**config.mk**
```make
export PLATFORM = sky130hd
export DESIGN_NAME = signedmul_acc
export DESIGN_NICKNAME = d
export VERILOG_FILES = /design/src/rtl/attn_dsp_pkg.sv /design/src/rtl/acc_sat.sv /design/src/rtl/signedmul_acc.sv
export SDC_FILE = /design/constraint.sdc
export NUM_CORES = 1
export LEC_CHECK = 0
export ABC_AREA = 1
export BUFFER_PORTS_ARGS = -buffer_cell sky130_fd_sc_hd__buf_2
export CAP_MARGIN = 20
export CORE_MARGIN = 5
export CORE_UTILIZATION = 55
export CTS_CLUSTER_SIZE = 20
export DETAILED_ROUTE_END_ITERATION = 7
export PLACE_DENSITY = 0.76
export REMOVE_ABC_BUFFERS = 1
export SYNTH_ARGS = -nofsm -noshare
export SYNTH_HDL_FRONTEND = slang
export SYNTH_SLANG_ARGS = --single-unit
```
**constraint.sdc**
```tcl
create_clock -name clk -period 3.9 [get_ports clk]
set_input_delay 0 -clock clk [delete_from_list [all_inputs] [get_ports clk]]
set_output_delay 0 -clock clk [all_outputs]
set_load 0.05 [all_outputs]
```
**src/rtl/attn_dsp_pkg.sv**
```systemverilog
// Shared constants for the attention DSP datapath.
// Holds the default signed fixed-point format (Q3.12), its saturation
// limits, and the state encoding used by the dot-product accumulator.
package attn_dsp_pkg;

    localparam int DATA_W = 16;
    localparam int FRAC_W = 12;

    // Saturation limits of the DATA_W-bit signed Q format.
    localparam logic [DATA_W-1:0] Q_MAX = {1'b0, {(DATA_W-1){1'b1}}};
    localparam logic [DATA_W-1:0] Q_MIN = {1'b1, {(DATA_W-1){1'b0}}};

    typedef enum logic {
        ST_ACC  = 1'b0,   // collecting products of the current vector
        ST_DONE = 1'b1    // holding the finished sum for downstream
    } acc_state_e;

endpackage

```
**src/rtl/acc_sat.sv**
```systemverilog
// Combinational saturation of a wide signed accumulator value down to the
// DATA_W-bit signed Q format.
// Ports:
//   acc_in   - ACC_W-bit signed full-precision sum
//   sat_out  - DATA_W-bit result, clipped to the Q-format range
//   sat_flag - 1 when acc_in was outside the representable range
module acc_sat #(
    parameter int ACC_W  = 24,
    parameter int DATA_W = attn_dsp_pkg::DATA_W
) (
    input  logic [ACC_W-1:0]  acc_in,
    output logic [DATA_W-1:0] sat_out,
    output logic              sat_flag
);

    localparam logic [DATA_W-1:0] SAT_MAX = {1'b0, {(DATA_W-1){1'b1}}};
    localparam logic [DATA_W-1:0] SAT_MIN = {1'b1, {(DATA_W-1){1'b0}}};

    // The value fits in DATA_W signed bits exactly when every bit from the
    // DATA_W-bit sign position upwards equals the true sign bit.
    logic [ACC_W-DATA_W:0] upper_bits;
    logic                  in_range;

    assign upper_bits = acc_in[ACC_W-1:DATA_W-1];
    assign in_range   = (&upper_bits) | (~|upper_bits);

    always_comb begin
        sat_flag = ~in_range;
        sat_out  = acc_in[DATA_W-1:0];
        if (!in_range) begin
            sat_out = acc_in[ACC_W-1] ? SAT_MIN : SAT_MAX;
        end
    end

endmodule

```
**src/rtl/signedmul_acc.sv**
```systemverilog
// Signed dot-product accumulator. Accepts VEC_LEN signed Q-format products
// over a valid/ready stream, sums them at ACC_W precision and presents the
// saturated DATA_W-bit result on a second valid/ready stream.
// Ports:
//   clk, reset            - clock, asynchronous active-high reset
//   in_valid/in_ready     - product handshake; prod sampled only on handshake
//   prod                  - signed product (same Q format as sum)
//   out_valid/out_ready   - result handshake
//   sum, sat              - saturated result and clip flag (qualified by out_valid)
//   beat_cnt              - products accepted so far in the current vector
module signedmul_acc #(
    parameter int DATA_W  = attn_dsp_pkg::DATA_W,
    parameter int VEC_LEN = 8,
    parameter int ACC_W   = 24
) (
    input  logic              clk,
    input  logic              reset,
    input  logic              in_valid,
    output logic              in_ready,
    input  logic [DATA_W-1:0] prod,
    output logic              out_valid,
    input  logic              out_ready,
    output logic [DATA_W-1:0] sum,
    output logic              sat,
    output logic [7:0]        beat_cnt
);

    import attn_dsp_pkg::*;

    localparam logic [7:0] LAST_BEAT = 8'(VEC_LEN - 1);

    acc_state_e        state_q, state_d;
    logic [ACC_W-1:0]  acc_q, acc_d;
    logic [7:0]        beat_cnt_q, beat_cnt_d;
    logic              out_valid_q, out_valid_d;
    logic [DATA_W-1:0] sum_q, sum_d;
    logic              sat_q, sat_d;

    logic              beat_accept;
    logic [ACC_W-1:0]  prod_ext;
    logic [ACC_W-1:0]  acc_sum;
    logic [DATA_W-1:0] sat_val;
    logic              sat_flag;

    // While a result is pending the upstream is only let through when the
    // result leaves in the same cycle, so that beat opens the next vector.
    assign in_ready    = (state_q == ST_ACC) | out_ready;
    assign beat_accept = in_valid & in_ready;

    assign prod_ext = {{(ACC_W-DATA_W){prod[DATA_W-1]}}, prod};
    assign acc_sum  = acc_q + prod_ext;

    acc_sat #(
        .ACC_W  (ACC_W),
        .DATA_W (DATA_W)
    ) u_acc_sat (
        .acc_in   (acc_sum),
        .sat_out  (sat_val),
        .sat_flag (sat_flag)
    );

    always_comb begin
        state_d     = state_q;
        acc_d       = acc_q;
        beat_cnt_d  = beat_cnt_q;
        out_valid_d = out_valid_q;
        sum_d       = sum_q;
        sat_d       = sat_q;
        case (state_q)
            ST_ACC: begin
                if (beat_accept) begin
                    if (beat_cnt_q == LAST_BEAT) begin
                        state_d     = ST_DONE;
                        out_valid_d = 1'b1;
                        sum_d       = sat_val;
                        sat_d       = sat_flag;
                        acc_d       = '0;
                        beat_cnt_d  = '0;
                    end else begin
                        acc_d      = acc_sum;
                        beat_cnt_d = beat_cnt_q + 8'd1;
                    end
                end
            end
            ST_DONE: begin
                if (out_ready) begin
                    state_d     = ST_ACC;
                    out_valid_d = 1'b0;
                    // acc is zero here, so a concurrent beat starts the vector.
                    if (in_valid) begin
                        acc_d      = prod_ext;
                        beat_cnt_d = 8'd1;
                    end
                end
            end
            default: begin
                state_d = ST_ACC;
            end
        endcase
    end

    always_ff @(posedge clk or posedge reset) begin
        if (reset) begin
            state_q     <= ST_ACC;
            acc_q       <= '0;
            beat_cnt_q  <= '0;
            out_valid_q <= 1'b0;
            sum_q       <= '0;
            sat_q       <= 1'b0;
        end else begin
            state_q     <= state_d;
            acc_q       <= acc_d;
            beat_cnt_q  <= beat_cnt_d;
            out_valid_q <= out_valid_d;
            sum_q       <= sum_d;
            sat_q       <= sat_d;
        end
    end

    assign out_valid = out_valid_q;
    assign sum       = sum_q;
    assign sat       = sat_q;
    assign beat_cnt  = beat_cnt_q;

endmodule

```
# Word-level counts from Yosys, hierarchy flattened
# Cells that the tools add are included.
[totals] register_bits=51 input_bits=20 wordCells=44
[op_classes] n_addsub=2 n_eq_ne=5 muxes=20 bitwise_logic=5 reduce_logical=6
[op_table] op="$mux W24" n=4
[op_table] op="$pmux W24 S2" n=1
[op_table] op="$mux W16" n=2
[op_table] op="$mux W8" n=4
[op_table] op="$add A24 B24 Y24" n=1
[op_table] op="$pmux W8 S2" n=1
[op_table] op="$reduce_and A3 Y1" n=3
[op_table] op="$reduce_and A9 Y1" n=1
[op_table] op="$reduce_or A9 Y1" n=1
[op_table] op="$add A8 B1 Y8 const B" n=1
[op_table] op="$eq A8 B3 Y1 const B" n=1
[op_table] op="$mux W1" n=6
[op_table] op="$ne A2 B2 Y1 const B" n=3
[op_table] op="$pmux W1 S2" n=2
[op_table] op="$ne A2 B1 Y1 const B" n=1
[op_table] op="$not A1 Y1" n=2
[op_table] op="$or A1 B1 Y1" n=2
[op_table] op="$and A1 B1 Y1" n=1
[op_table] op="$logic_not A1 Y1" n=1

# Longest topological paths before layout
# Gate-level depths: netlist of run 1.
[logic_depth] depth_word=5 ltp_mapped=19

# Modules after synthesis
# A second synthesis of run 1 with hierarchy kept.
[unflattened] cells_unflattened=660 hier_area_um2=4184.0
[modules_own_cells] mod="signedmul_acc" n_inst=1 cells_per_inst=606 area_each_um2=3916.3
[modules_own_cells] mod="acc_sat" n_inst=1 cells_per_inst=54 area_each_um2=267.8

# Worst setup path after synthesis of run 1
# Ideal clock, no wire load.
[synth_timing] kind="register -> register" start="register beat_cnt_q[1] (netlist: beat_cnt[1])" end="register sum_q[10] (netlist: sum[10])" setup_time_ns=0.136 arrival_ns=2.098 t_required_ns=3.764 setup_slack_ns=1.666 stages_incl_launch_ff=10 period_less_slack_ns=2.234 cell_sequence="dfrtp_1 -> ha_1 -> inv_1 -> nor4_1 -> inv_1 -> nor2_2 -> inv_1 -> clkbuf_1 -> nand2_1 -> nand3_1"
[synth_between] elab_chain_cells=2
[synth_rtl] element="start: declaration" line_no="signedmul_acc.sv:34" source="logic [7:0] beat_cnt_q, beat_cnt_d;"
[synth_rtl] element="start signal: assignment" line_no="signedmul_acc.sv:113" source="beat_cnt_q <= beat_cnt_d;"
[synth_rtl] element="$eq A8 B3 Y1" line_no="signedmul_acc.sv:72" source="if (beat_cnt_q == LAST_BEAT) begin"
[synth_rtl] element="$reduce_and A3 Y1 (no line)"
[synth_rtl] element="end signal: assignment" line_no="signedmul_acc.sv:115" source="sum_q <= sum_d;"
[synth_rtl] element="end: declaration" line_no="signedmul_acc.sv:36" source="logic [DATA_W-1:0] sum_q, sum_d;"
# Every way passes these cells.
# A chain may end at the register's enable or synchronous reset.

# Worst setup path after layout of run 1
[layout_timing] start="register acc_q[0]" end="register sum_q[5] (netlist: sum[5])"
[layout_between] elab_chain_cells=5 word_cells_on_any_way=7 classes_between="1 x add/sub; 2 x mux; 1 x bitwise; 3 x reduce/logical"
[layout_rtl] element="start: declaration" line_no="signedmul_acc.sv:33" source="logic [ACC_W-1:0] acc_q, acc_d;"
[layout_rtl] element="start signal: assignment" line_no="signedmul_acc.sv:105" source="acc_q <= '0;"
[layout_rtl] element="start signal: assignment" line_no="signedmul_acc.sv:112" source="acc_q <= acc_d;"
[layout_rtl] element="$add A24 B24 Y24 (*)" line_no="signedmul_acc.sv:51" source="assign acc_sum = acc_q + prod_ext;"
[layout_rtl] element="$reduce_or A9 Y1" line_no="acc_sat.sv:25" source="assign in_range = (&upper_bits) | (~|upper_bits);"
[layout_rtl] element="$logic_not A1 Y1" line_no="acc_sat.sv:25"
[layout_rtl] element="$or A1 B1 Y1" line_no="acc_sat.sv:25"
[layout_rtl] element="$mux W16 (*)" line_no="acc_sat.sv:30" source="if (!in_range) begin"
# Every way passes the cells marked *; elsewhere a longest branch is shown, timed or not.

==> impl_metrics.py, run 1 <==
metrics = {
    "floorplan": {
        "die_w_um": 96.08,
        "core_um2": 7214,
        "start_util": 0.5649,
        "fp.dieArea_um2": 9230,
        "die_h_um": 96.08,
        "pin_count": 47,
        "rows": 31,
    },
    "grt": {
        "antenna_found_initial": 0,
        "grt_max_degree": 52,
        "grtUsageTotal": 0.2566,
        "grt-ovfl-total": 0,
        "grt_pass1_wl_mm": 18.66,
        "grt_pass1_vias": 4042,
    },
    "synth": {
        "syn_area_um2": 4075,
        "synth-adder-area-share": 0.07860,
        "synth-simple-area-share": 0.3767,
        "syn_avg_cell_area_um2": 6.489,
        "synth_compound_gate_area_share": 0.08597,
        "syn_inst": 628,
        "synth.area.mux_share": 0,
        "synth-seq-area-share": 0.3132,
        "synth_top_family_by_area": "simple AND/OR/NAND/NOR gates",
        "synth.distinct_cells": 38,
        "yosysWarnings": 0,
        "ys_ff_latch": 51,
        "synth_xor_area_frac": 0.03838,
    },
    "critical_path": {
        "timing.critical_path.buf_inv": 2,
        "crit_family": "simple AND/OR/NAND/NOR gates",
        "crit_chain": "ha_1, inv_1, fa_1, inv_1, nand2_1, nand3_1, nand2_1, nand3_1, nand2_1, nand2_1, nand2_1, nor2_1, nand2_1, a21oi_2, a21oi_1",
        "r2r-end": "sum[5]",
        "cp-end-kind": "flop",
        "cp_data_arrival_time_ps": 2970,
        "r2r_cells": 15,
        "crit_path_max_incr_delay_ps": 420,
        "startpoint": "acc_q[0]",
        "rrSetupSlack_ps": 1140,
        "required_ps": 4100,
        "cp_max_fo": 6,
        "cp_num_cells": 15,
        "cp_slowest_cell": "fa_1",
        "critPathLaunchType": "flop",
        "cp_common_cell": "nand2_1",
        "reg2reg_from": "acc_q[0]",
        "worstSetupPathType": "reg2reg",
    },
    "finish": {
        "layout_commonest_cell": "nand2_1",
        "nNetsFinal": 732,
        "diodes": 0,
        "fillers": 704,
        "area_delta_synth_final_pct": 14.15,
        "fin_util": 0.6448,
        "layout-drive-gt1-share": 0.1119,
        "layout_common_cells": "nand2_1, inv_1, nand3_1, nor2_1, dfrtp_1",
    },
    "place": {
        "port_buffers": 46,
        "pre_cts_ws_ps": 1178,
        "dpl.hpwl_mm": 8.915,
        "gp_congestion": 0.9717,
    },
    "sta": {
        "rsz0062_at_grt": "no",
        "max_freq_mhz": 362.2,
        "finalSetupViolCount": 0,
        "slew_headroom": 0.4845,
        "period_needed_ps": 2761,
        "drv_slew": 0,
        "skew_ps": 15.92,
        "max_slew.worst_pin.slew_ps": 771.4,
        "hold_violations": 0,
        "worst_slack_ps": 1139,
        "fin_tns_setup_ps": 0,
        "finalCritPeriodShare": 0.7080,
    },
    "clock_tree": {
        "cts_buffers": 5,
        "ctsLongestPathBuffers": 2,
        "clk_pin_slew_ps": 120,
        "insertion_delay_ps": 330,
        "htree_num_levels": 2,
        "postCtsSetupRepairBufs": 0,
        "cts_tree": "done",
        "cts-root-buf": "clkbuf_8",
        "clock_sinks": 51,
    },
    "drt": {
        "wl_per_cell_um": 14.36,
        "drcViolationCount": 0,
        "wl_met1_mm": 4.990,
        "highest_layer": "met4",
        "wl_met2_mm": 5.423,
        "met3WireLength_um": 584,
        "ant_nets": 0,
        "vias": 4182,
        "routed_via_density": 5.314,
        "drt_first_pass_iters": 5,
        "drt_iter0_drc": 256,
        "routed_wl_mm": 11.30,
    },
    "min_path": {
        "min-delay-path-class": "in2reg",
        "min_to": "acc_q[13]",
        "holdPathStages": 3,
        "min_from": "prod[13]",
    },
    "power": {
        "total_power_mw": 4.191,
        "leakage_nw": 2.571,
        "ir_drop_mv": 0.4365,
        "power.density_nw_per_um2": 900.9,
    },
    "flow_run": {
        "drv_cap": 0,
    },
    "outcome": {
        "status": "complete, no violations",
    },
}
-- worst max path at each step --
stage | end | slack [ps]
2_1_floorplan | sum[0] | 1360
3_3_place_gp | sum[1] | 1230
3_5_place_dp | sum[3] | 1180
4_1_cts | sum[3] | 1150
5_1_grt | sum[14] | 890
6_report | sum[5] | 1140
-- cells in the mapped netlist --
cell type	n	share of area
a21oi_1	40	0.049
a21oi_2	1	0.0021
a221oi_1	1	0.0021
a31oi_1	3	0.0046
and2_1	1	0.0015
buf_1	1	0.00092
buf_2	1	0.0012
buf_6	1	0.0028
clkbuf_1	8	0.0074
clkinv_1	1	0.00092
dfrtp_1	51	0.31
fa_1	1	0.0049
ha_1	24	0.074
inv_1	102	0.094
nand2_1	207	0.19
nand2_2	6	0.0092
nand2_4	1	0.0028
nand3_1	60	0.074
nand3_2	2	0.0049
nand3b_1	2	0.0037
nand4_1	7	0.011
nor2_1	54	0.050
nor2_2	6	0.0092
nor2_4	1	0.0028
nor3_1	8	0.0098
nor3b_1	1	0.0018
nor4_1	2	0.0031
o211ai_1	8	0.015
o21a_1	1	0.0018
o21ai_0	3	0.0037
o21ai_1	1	0.0012
o221ai_1	1	0.0021
o32ai_1	2	0.0043
or2_1	1	0.0015
or2_2	1	0.0015
xnor2_1	10	0.021
xnor2_2	1	0.0040
xor2_1	6	0.013
-- per-stage QoR --
step | hold slack [ps] | cell area (um^2) | cells
floorplan | 154.6 | 4025 | 617
global placement | 266.5 | 4394 | 764
detailed placement | 277.7 | 4394 | 764
CTS | 22.76 | 4632 | 786
global route | 47.20 | 4652 | 787
finish | 31.14 | 4652 | 787
-- cells by family after synthesis --
logic type               Yosys count
flip-flops                        51
AND/OR/NAND/NOR                  360
buffers and inverters            114
XOR/XNOR                          17
AO/OA/AOI/OAI                     61
adder cells (fa/ha/maj)           25
-- timing repair --
item,in CTS,in global routing
resized for setup,0,0
endpoints found under the hold margin,65,0
endpoints found under the setup margin,0,0
hold buffers,14,0
-- metal layers --
layer  GRT usage  up-vias
met2      0.4301      123
met3     0.03362       31
met5           0        -
met4     0.09479        0
met1      0.3368     1930
li1            -     2098
-- worst register-to-register path: cells and delay by family, from the launching register on --
family	cells	cell delay, ps
adders and majority gates	2	640
AOI/OAI and AO/OA	2	440
and+or+nand+nor	9	1000
buffers and inverters	2	170
DFF	1	370
-- state kept, by name, summed over array words and instances (netlist names) --
register and flops:
sum 16, out_valid 1, state_q 1, beat_cnt 8
sat 1, acc_q 24
-- cell type report --
class | instances | area (um^2) | share of cell area
Multi-Input combinational cell | 463 | 2362 | 0.5078
Sequential cell | 51 | 1276 | 0.2743
Timing Repair Buffer | 63 | 405.4 | 0.08714
Inverter | 103 | 386.6 | 0.08311
Tap cell | 99 | 123.9 | 0.02663
Clock buffer | 5 | 68.82 | 0.01479
Clock inverter | 3 | 28.78 | 0.006186
-- where the power goes --
group          switching, mW  internal, mW
registers              0.165         0.784
logic                   2.00         0.895
clock network          0.213         0.134
total                   2.38          1.81
(Power assumes the default switching activity.)
==> inputs of run 2 (changes only) <==
==> constraint.sdc (replaced) <==
create_clock -name clk -period 2.8 [get_ports clk]
set_input_delay 0 -clock clk [delete_from_list [all_inputs] [get_ports clk]]
set_output_delay 0 -clock clk [all_outputs]
set_load 0.05 [all_outputs]
==> run 2 against run 1 <==
Fmax rose by 5.1%. Sequential power rose by 40%. Clock-buffer cell count did not move. Register-to-register slack got worse by 970 ps. Power rose by 43%. Via count barely moved. Global-route usage rose by 0.45 points. Worst hold slack got worse by 21 ps. Cell area rose by 2.4%. Routed wire length rose by 2.7%. Combinational power rose by 46%. Critical path depth fell by 1. Largest cell class unchanged.
==> impl_metrics.py, run 2 (same netlist as run 1, synthesis figures left out) <==
metrics = {
    "power": {
        "leakage_nw": 2.598,
        "seq_power_share": 0.221,
        "ir_drop_mv": 0.7020,
        "internal_power_mw": 2.593,
        "pwr-share-clk": 0.079,
        "swShare": 0.5684,
        "comb_power_share": 0.700,
        "power.density_nw_per_um2": 1261,
        "power.switching_mw": 3.415,
    },
    "finish": {
        "largest_register_ffs": 24,
        "layout_common_cells": "nand2_1, inv_1, nand3_1, dfrtp_1, nor2_1",
        "layout_commonest_cell": "nand2_1",
        "layout-drive-gt1-share": 0.1371,
        "top_register": "acc_q",
        "area_delta_synth_final_pct": 16.95,
        "fin_util": 0.6606,
        "nNetsFinal": 737,
        "diodes": 0,
        "fillers": 695,
        "layoutNonFillerInstCount": 792,
    },
    "sta": {
        "skew_ps": 8.160,
        "drv_slew": 0,
        "hold_violations": 0,
        "period_needed_ps": 2627,
        "max_slew.worst_pin.slew_ps": 678.5,
        "max_freq_mhz": 380.7,
        "slew_headroom": 0.5472,
        "holdWs_ps": 10.49,
        "finalSetupViolCount": 0,
        "fin_tns_setup_ps": 0,
        "finalCritPeriodShare": 0.9381,
    },
    "floorplan": {
        "core_um2": 7214,
        "die_w_um": 96.08,
        "rows": 31,
        "pin_count": 47,
        "die_h_um": 96.08,
        "start_util": 0.5649,
        "fp.dieArea_um2": 9230,
    },
    "place": {
        "dpl.cell_count": 769,
        "port_buffers": 46,
        "gp_congestion": 0.9765,
        "dpl.hpwl_mm": 9.135,
    },
    "critical_path": {
        "crit_path_max_incr_delay_ps": 400,
        "timing.critical_path.buf_inv": 1,
        "cp_slowest_cell": "dfrtp_1",
        "cp-end-kind": "flop",
        "cp_data_arrival_time_ps": 2840,
        "worstSetupPathType": "reg2reg",
        "critPathLaunchType": "flop",
        "crit_chain": "ha_1, buf_4, nand2_1, nor2_2, nand2_1, nand3b_1, nand3_1, nand2_1, nand2_1, nand2_1, nor2_4, nand2_2, a21oi_4, a21oi_1",
        "cp_max_fo": 6,
        "cp_common_cell": "nand2_1",
        "required_ps": 3010,
        "crit_family": "simple AND/OR/NAND/NOR gates",
    },
    "grt": {
        "grtUsageTotal": 0.2611,
        "antenna_found_initial": 0,
        "grt_max_degree": 32,
        "grt_pass1_wl_mm": 18.59,
        "grt-ovfl-total": 0,
        "grt_pass1_vias": 3959,
    },
    "drt": {
        "routed_wl_mm": 11.60,
        "routed_via_density": 5.285,
        "drt_first_pass_iters": 5,
        "vias": 4186,
        "drcViolationCount": 0,
        "drt_iter0_drc": 244,
        "ant_nets": 0,
        "wl_per_cell_um": 14.65,
    },
    "outcome": {
        "status": "complete, no violations",
    },
    "clock_tree": {
        "clock_sinks": 51,
        "cts_buffers": 5,
        "insertion_delay_ps": 320,
        "ctsLongestPathBuffers": 2,
        "cts_tree": "done",
        "cts-root-buf": "clkbuf_8",
        "clk_pin_slew_ps": 110,
        "htree_num_levels": 2,
    },
    "min_path": {
        "min-delay-path-class": "in2reg",
    },
    "flow_run": {
        "drv_cap": 0,
    },
}
## run 2: cell count changes in the layout (fill, tap and decap cells not counted), sizes merged
cell         previous run  this run
dlygate4sd3            14        13
nand2                 214       215
clkinvlp                0         1
buf                    49        54
clkinv                  3         2
## run 2: worst paths after layout
check,startpoint,endpoint,slack [ps],cells past startpoint
min reg2reg,sum[6],sum[6],510,2
max,acc_q[8],sum[5],170,14
max reg2reg,acc_q[8],sum[5],170,14
min,prod[10],acc_q[10],10,3
min in group asynchronous,reset,sum[1],250,3
max in group asynchronous,reset,acc_q[17],1770,4
## run 2: power groups by stage
stage / registers, mW / logic [mW] / clock network (mW)
4_1_cts: 1.32 / 4.04 / 0.479
3_3_place_gp: 1.32 / 3.96 / 0
6_report: 1.33 / 4.21 / 0.475
5_1_grt: 1.37 / 4.65 / 0.513
2_1_floorplan: 1.92 / 2.42 / 0
3_5_place_dp: 1.33 / 4.01 / 0
## run 2: tightest hold or removal path: stages
cell and delay (ps):
buf_2 100, a21oi_1 60, a21oi_1 130
## run 2: area by class of cell
| cell class | count | area [um^2] | share of cell area |
|---|---|---|---|
| multi-input cells | 464 | 2462 | 0.5167 |
| inverters | 103 | 386.6 | 0.08112 |
| well taps | 99 | 123.9 | 0.02599 |
| repair buffers | 67 | 420.4 | 0.08821 |
| clock inverters | 3 | 27.53 | 0.005776 |
| clock buffers | 5 | 68.82 | 0.01444 |
| flip-flops and latches | 51 | 1276 | 0.2678 |
## run 2: timing repair
item                                    in CTS  in global routing
cloned                                       0                  1
hold buffers                                13                  0
pin swaps                                    0                  5
buffers inserted                             0                  1
endpoints found under the hold margin       33                  0
resized for setup                            1                 19
endpoints found under the setup margin       4                 16
## run 2: routing by layer
metal	global-route usage	share of wire
met1	0.3286	0.44
met2	0.4554	0.49
met3	0.03831	0.046
met4	0.08768	0.022
met5	0	0
## run 2: stage by stage
| step | cell area (um^2) | power [mW] | worst slack [ps] |
|---|---|---|---|
| after floorplan | 4025 | 4.335 | 262.1 |
| after global placement | 4432 | 5.278 | 73.64 |
| after detailed placement | 4432 | 5.345 | 4.780 |
| after CTS | 4663 | 5.841 | 33.12 |
| after global routing | 4766 | 6.531 | -4.127 |
| final | 4766 | 6.009 | 173.2 |
==> inputs of run 3 (changes only) <==
--- a/config.mk
+++ b/config.mk
@@ -12,7 +12,7 @@
 export CORE_UTILIZATION = 55
 export CTS_CLUSTER_SIZE = 20
 export DETAILED_ROUTE_END_ITERATION = 7
-export PLACE_DENSITY = 0.76
+export PLACE_DENSITY_LB_ADDON = 0.1
 export REMOVE_ABC_BUFFERS = 1
 export SYNTH_ARGS = -nofsm -noshare
 export SYNTH_HDL_FRONTEND = slang
==> run 3 against run 2 <==
Largest power group unchanged. Fmax rose by 0.18%. Sequential power barely moved. Via count rose by 1.3%.
==> impl_metrics.py, run 3 (same netlist as run 1, synthesis figures left out) <==
metrics = {
    "outcome": {
        "status": "complete, no violations",
    },
    "clock_tree": {
        "cts_tree": "done",
        "postCtsSetupRepairBufs": 0,
        "clock_sinks": 51,
        "insertion_delay_ps": 330,
        "htree_num_levels": 2,
        "cts-root-buf": "clkbuf_8",
        "ctsLongestPathBuffers": 2,
        "clk_pin_slew_ps": 110,
        "cts_buffers": 5,
    },
    "sta": {
        "finalCritPeriodShare": 0.9365,
        "max_freq_mhz": 381.4,
        "finalSetupViolCount": 0,
        "skew_ps": 13.26,
        "period_needed_ps": 2622,
        "drv_slew": 0,
        "hold_violations": 0,
        "slew_headroom": 0.4973,
        "max_slew.worst_pin.slew_ps": 754.0,
    },
    "finish": {
        "area_delta_synth_final_pct": 17.44,
        "layoutNonFillerInstCount": 791,
        "top_register": "acc_q",
        "largest_register_ffs": 24,
        "nNetsFinal": 736,
        "fin_area_um2": 4786,
        "layout_commonest_cell": "nand2_1",
        "layout_common_cells": "nand2_1, inv_1, nand3_1, dfrtp_1, nor2_1",
        "layout-drive-gt1-share": 0.1329,
        "diodes": 0,
        "fin_util": 0.6634,
    },
    "grt": {
        "grt_pass1_vias": 3993,
        "grt_pass1_wl_mm": 18.41,
        "grtUsageTotal": 0.2586,
        "grt-ovfl-total": 0,
        "grt_max_degree": 52,
        "antenna_found_initial": 0,
    },
    "place": {
        "gp_congestion": 0.9262,
        "port_buffers": 46,
        "dpl.cell_count": 767,
        "place_area_um2": 4417,
        "dpl.hpwl_mm": 8.956,
    },
    "drt": {
        "routed_wl_mm": 11.53,
        "vias": 4239,
        "wl_per_cell_um": 14.58,
        "drt_first_pass_iters": 7,
        "ant_nets": 0,
        "drt_iter0_drc": 233,
        "routed_via_density": 5.359,
        "drcViolationCount": 0,
    },
    "critical_path": {
        "cp-end-kind": "flop",
        "cp_data_arrival_time_ps": 2830,
        "critPathLaunchType": "flop",
        "worstSetupPathType": "reg2reg",
        "required_ps": 3010,
        "cp_max_fo": 6,
    },
    "flow_run": {
        "drv_cap": 0,
    },
    "min_path": {
        "min-delay-path-class": "in2reg",
    },
    "floorplan": {
        "fp.dieArea_um2": 9230,
        "die_w_um": 96.08,
        "rows": 31,
        "die_h_um": 96.08,
        "start_util": 0.5649,
        "pin_count": 47,
        "core_um2": 7214,
    },
    "power": {
        "ir_drop_mv": 0.5402,
        "leakage_nw": 2.612,
        "power.density_nw_per_um2": 1262,
    },
}
-- run 3: worst paths after layout --
| path | depth (start not counted) | start | end | slack [ps] |
|---|---|---|---|---|
| max in group asynchronous | 4 | reset | beat_cnt[0] | 2010 |
| min | 3 | prod[10] | acc_q[10] | 10 |
| min in group asynchronous | 3 | reset | acc_q[0] | 240 |
| max | 14 | acc_q[7] | sum[2] | 180 |
| min reg2reg | 2 | sum[12] | sum[12] | 500 |
| max reg2reg | 14 | acc_q[7] | sum[2] | 180 |
-- run 3: through the flow --
stage          power [mW]  setup slack, ps  hold slack (ps)  setup TNS [ps]
2_1_floorplan       4.335            262.1            154.6               0
3_3_place_gp        5.246            141.8            266.2               0
3_5_place_dp        5.305            80.66            276.5               0
4_1_cts             5.907            39.15           0.2750               0
5_1_grt             6.553           -64.27            17.56          -291.4
6_report            6.038            177.9            12.21               0
-- run 3: layer usage --
| metal | up-vias | share of wire | wire [um] | track usage |
|---|---|---|---|---|
| li1 | 2110 | - | - | - |
| met1 | 1990 | 0.44 | 5103 | 0.3312 |
| met2 | 119 | 0.49 | 5646 | 0.4508 |
| met3 | 20 | 0.044 | 502 | 0.02502 |
| met4 | 0 | 0.024 | 281 | 0.09360 |
| met5 | - | 0 | 0 | 0 |
-- run 3: what timing repair did --
item	in CTS	in global routing
hold endpoints to repair	65	0
setup endpoints to repair	0	16
hold buffers	14	0
resized for setup	0	17
-- run 3: final cells by class --
class / count / area (um^2)
Multi-Input combinational cell: 464 / 2450
Clock inverter: 2 / 38.79
Tap cell: 99 / 123.9
Inverter: 103 / 386.6
Clock buffer: 6 / 82.58
Timing Repair Buffer: 66 / 427.9
Fill cell: 673 / 2429
Sequential cell: 51 / 1276
-- run 3: worst max-delay path: stages (launching register included) --
cell	delay [ps]
dfrtp_1	400
ha_1	360
nand2_1	160
nor2_1	240
o21ai_0	130
nand2_1	150
nand2_1	110
nand3_1	90
nand2_1	90
inv_1	60
nand2_1	110
nor2_4	150
nand2_2	100
a21oi_4	260
a21oi_1	110
-- run 3: report_power, final --
group | internal [mW] | switching (mW)
Combinational | 1.28 | 2.85
Clock | 0.295 | 0.291
Sequential | 1.09 | 0.230
